## src/rtl/symbol_bit_packer.sv

```systemverilog
// symbol_bit_packer: repacks 1/2/3-bit hard-decision symbols into MSB-first bytes, zero-padding and tagging each frame's last byte
module symbol_bit_packer (
    input  logic       iclk,
    input  logic       ireset,
    input  logic [1:0] i_mod,
    input  logic       i_valid,
    input  logic [2:0] i_symbol,
    input  logic       i_last,
    output logic       o_ready,
    output logic       o_valid,
    output logic [7:0] o_data,
    output logic       o_last,
    input  logic       i_ready
);
    typedef enum logic {RUN, FLUSH} state_t;
    state_t     state, state_nx;
    logic [9:0] acc, acc_nx, wide, sym;
    logic [3:0] cnt, cnt_nx, sz, n, sh;
    logic [1:0] mod_q, mod_nx, eff_mod;
    logic       frame_active, act_nx, valid_nx, last_nx, free, accept;
    logic [7:0] data_nx;
    assign free    = !o_valid || i_ready;
    assign o_ready = !ireset && state == RUN && free;
    assign accept  = i_valid && o_ready;
    assign eff_mod = frame_active ? mod_q : i_mod;
    assign sz      = eff_mod == 2'd1 ? 4'd2 : eff_mod == 2'd2 ? 4'd3 : 4'd1;
    assign sym     = eff_mod == 2'd1 ? {8'd0, i_symbol[1:0]} : eff_mod == 2'd2 ? {7'd0, i_symbol} : {9'd0, i_symbol[0]};
    // held bits sit right-aligned in acc, earliest bit highest
    assign wide    = (acc << sz) | sym;
    assign n       = cnt + sz;
    assign sh      = n - 4'd8;
    always_comb begin
        state_nx = state;
        acc_nx   = acc;
        cnt_nx   = cnt;
        mod_nx   = mod_q;
        act_nx   = frame_active;
        valid_nx = o_valid && !i_ready;
        data_nx  = o_data;
        last_nx  = o_last;
        if (state == FLUSH && free) begin
            valid_nx = 1'b1;
            data_nx  = 8'(acc << (4'd8 - cnt));
            last_nx  = 1'b1;
            cnt_nx   = 4'd0;
            acc_nx   = 10'd0;
            state_nx = RUN;
        end else if (accept) begin
            mod_nx = eff_mod;
            act_nx = !i_last;
            if (n >= 4'd8) begin
                valid_nx = 1'b1;
                data_nx  = 8'(wide >> sh);
                last_nx  = i_last && n == 4'd8;
                cnt_nx   = last_nx ? 4'd0 : sh;
                acc_nx   = wide & ~(10'h3ff << sh);
                state_nx = i_last && n > 4'd8 ? FLUSH : RUN;
            end else if (i_last) begin
                valid_nx = 1'b1;
                data_nx  = 8'(wide << (4'd8 - n));
                last_nx  = 1'b1;
                cnt_nx   = 4'd0;
                acc_nx   = 10'd0;
            end else begin
                cnt_nx = n;
                acc_nx = wide;
            end
        end
    end
    always_ff @(posedge iclk) begin
        if (ireset) begin
            state        <= RUN;
            acc          <= 10'd0;
            cnt          <= 4'd0;
            mod_q        <= 2'd0;
            frame_active <= 1'b0;
            o_valid      <= 1'b0;
            o_data       <= 8'd0;
            o_last       <= 1'b0;
        end else begin
            state        <= state_nx;
            acc          <= acc_nx;
            cnt          <= cnt_nx;
            mod_q        <= mod_nx;
            frame_active <= act_nx;
            o_valid      <= valid_nx;
            o_data       <= data_nx;
            o_last       <= last_nx;
        end
    end
endmodule
```

## config.mk

```make
export PLATFORM = sky130hd
export DESIGN_NAME = symbol_bit_packer
export DESIGN_NICKNAME = d
export VERILOG_FILES = /design/src/rtl/symbol_bit_packer.sv
export SDC_FILE = /design/constraint.sdc
export NUM_CORES = 1
export LEC_CHECK = 0
export CORE_ASPECT_RATIO = 1.4
export CORE_UTILIZATION = 60
export DETAILED_ROUTE_END_ITERATION = 10
export GPL_TIMING_DRIVEN = 1
export PLACE_DENSITY = 0.84
export SLEW_MARGIN = 30
export SYNTH_ARGS = -nofsm -noshare
export SYNTH_HDL_FRONTEND = slang
export SYNTH_SLANG_ARGS = --single-unit
```

## constraint.sdc

```tcl
create_clock -name iclk -period 5.9 [get_ports iclk]
set_input_delay 1.475 -clock iclk [delete_from_list [all_inputs] [get_ports iclk]]
set_output_delay 1.475 -clock iclk [all_outputs]
set_load 0.01 [all_outputs]
```

==> impl_metrics.yaml <==
final_layout:
  syn_to_final_growth_pct: 8.909
  final_cells: 437
  antenna_cells: 0
  layout-drive-gt1-share_pct: 12.00
  finish.net_count: 396
  final_common_cell: "nand2_1"
  layout_common_cells: "nand2_1, nor2_1, a21oi_1, dfxtp_1, clkdlybuf4s50_1"
yosys:
  syn_inst: 371
  synth_nets: 391
  syn_area_sq_mm: 0.002879
  yosysUniqueCellTypes: 69
  synth-edff-count: 0
  async_reset_ff_share_pct: 0
  yosys_most_used_dff: "dfxtp_1"
  avgSynthCellArea_sq_um: 7.760
  ys_ff_latch: 28
  yosys_warnings: 0
  synth_seq_area_share_pct: 19.47
global_routing:
  grt_pass1_vias: 2960
  grtUsageMet3_pct: 6.977
  grt_usage_pct: 37.48
  grt_busiest_layer: "met2"
  grt_max_degree: 29
  grt_use_met2_pct: 58.74
  grt-ovfl-total: 0
  grt_use_met1_pct: 45.53
  grt_pass1_wl_microns: 14470
  antenna_found_initial: 0
placed_design:
  hpwl_microns: 6538
  dp_worst_setup_slack_ns: 0.5493
  placed_cells: 433
  place_congestion: 1.039
  port_buffers: 20
cts:
  htree_levels: 1
  cts.sinks: 28
  cts_setup_buffers: 0
  cts-buffers-inserted: 3
  cts_resized: 0
  insertion_delay_ns: 0.29
  clk_path_buf_depth: 2
  cts-root-buf: "clkbuf_8"
  cts.reportedPaths.clkPinSlew_ns: 0.10
  cts_tree: "yes"
  hold_buffers: 0
pwr:
  finalPower_uw: 629.5
  ir_drop_mv: 0.1738
  powerDensity_mw_per_mm2: 200.8
  p_leak_nw: 1.135
critical_path:
  critPathBufInv: 5
  r2r-end: "o_data[0]"
  crit_type: "primary input to flop"
  cp-startpoint: "i_mod[0]"
  crit_path_end_kind: "flop"
  slowest_delay_ns: 0.45
  cp-start-kind: "primary input"
  cp_slowest_cell: "fa_1"
  cp_max_fo: 17
  crit_cells: 16
  critPathRequiredTime_ns: 6.09
  crit_top_cell: "ha_1"
  crit_family: "adder cells"
  worstRegToRegCells: 15
  r2r_setup_slack_ns: 1.89
  endpoint: "o_data[0]"
  crit_arrival_ns: 5.31
  path_cells: "clkdlybuf4s50_1 > mux2i_1 > inv_1 > ha_1 > inv_2 > ha_1 > inv_1 > fa_1 > buf_4 > ha_1 > ha_1 > nor2_1 > o21ai_0 > o31ai_1 > a221oi_2 > a221oi_1"
  worstReg2RegStart: "frame_active"
route:
  via_count: 3063
  drt_iter0_drc: 218
  wl_per_cell_microns: 20.20
  drcViolationCount: 0
  drt_pre_antenna_iters: 6
  viasPerCell: 7.009
  antenna_left: 0
  wirelength_microns: 8829
run_status:
  status: "finished clean"
min_path:
  hold_path_class: "flop to flop"
  min-delay-start: "o_last"
die:
  die_width_microns: 60.55
  start_util_pct: 62.97
  fp-row-count: 29
  dieHeight_microns: 83.96
  core_area_sq_mm: 0.004572
  io_pins: 21
  dieArea_sq_mm: 0.005083
sta:
  setup-violations-final: 0
  worst_slew_pin_slew_ns: 0.6675
  finClkSkew_ns: 0.004598
  slew_headroom_pct: 55.39
  fin_crit_ns: 5.115
  fin_hold_ws_ns: 0.4629
  clock.fmax_mhz: 195.5
  setup_slack_ns: 0.7852
  period_share_pct: 86.69
  rsz0062_at_grt: "no"
  hold_violations: 0
  slew_violations: 0
  fin_tns_setup_ns: 0
job:
  maxCapViolCount: 0
cell usage after synthesis (all sizes together) (9+ instances only):
cell / n / area share, %
a21oi: 29 / 5.0
buf: 13 / 2.9
clkbuf: 16 / 2.1
dfxtp: 28 / 19
ha: 9 / 3.9
inv: 17 / 2.2
mux2: 12 / 5.0
mux2i: 16 / 5.6
nand2: 41 / 5.3
nand2b: 10 / 2.2
nand3: 18 / 3.1
nor2: 31 / 4.0
o21ai: 18 / 3.1
worst min-delay path by stage:
stage / to / slack (ns) / depth (start not counted)
floorplan: mod_q[0] / 0.44 / 2
global placement: o_last / 0.44 / 2
detailed placement: o_last / 0.45 / 2
CTS: o_last / 0.47 / 2
global route: o_last / 0.49 / 2
finish: o_last / 0.46 / 2
logic make-up (layout without fill, tap and decap cells):
| logic type | after synthesis | after routing | synth area share (%) |
|---|---|---|---|
| fa+ha+maj | 10 | 10 | 4.607 |
| simple gates | 131 | 131 | 21.95 |
| xor+xnor | 5 | 5 | 1.782 |
| flops | 28 | 28 | 19.47 |
| buf+inv | 47 | 51 | 7.345 |
| mux | 36 | 36 | 16.78 |
| compound gates | 114 | 114 | 28.08 |
power breakdown:
part           switching [mW]  internal (mW)
Sequential            0.00742          0.196
Combinational           0.179          0.121
Clock                  0.0667         0.0600
Total                   0.253          0.377
worst min-delay path: stages, from the launching register on:
cell and delay [ns]:
dfxtp_1 0.33, nand2_1 0.05, a21oi_1 0.05
final cells by class:
type                    instances  area (sq um)
fillers                       387          1436
well taps                      62         77.57
repair buffers                 29         267.8
inverters                      18         67.56
multi-input cells             296          2107
flip-flops and latches         28         560.5
clock buffers                   4         55.05
layer usage:
metal | wire [microns] | share of wire (%)
met2 | 4247 | 48
met3 | 796 | 9.0
met4 | 612 | 6.9
met5 | 0 | 0
met1 | 3173 | 36
sequential cells by signal, summed over array words and instances (netlist names):
name          cells
frame_active      1
mod_q             2
o_last            1
acc              10
cnt               4
o_data            8
state             1
o_valid           1
metrics by stage:
stage	utilization, %	instance area, sq um
5_1_grt	68.58	3136
3_5_place_dp	67.38	3080
6_report	68.58	3136
4_1_cts	68.58	3136
2_1_floorplan	-	2879
3_3_place_gp	67.38	3080
Note: power is estimated with default switching activity, not from simulation.
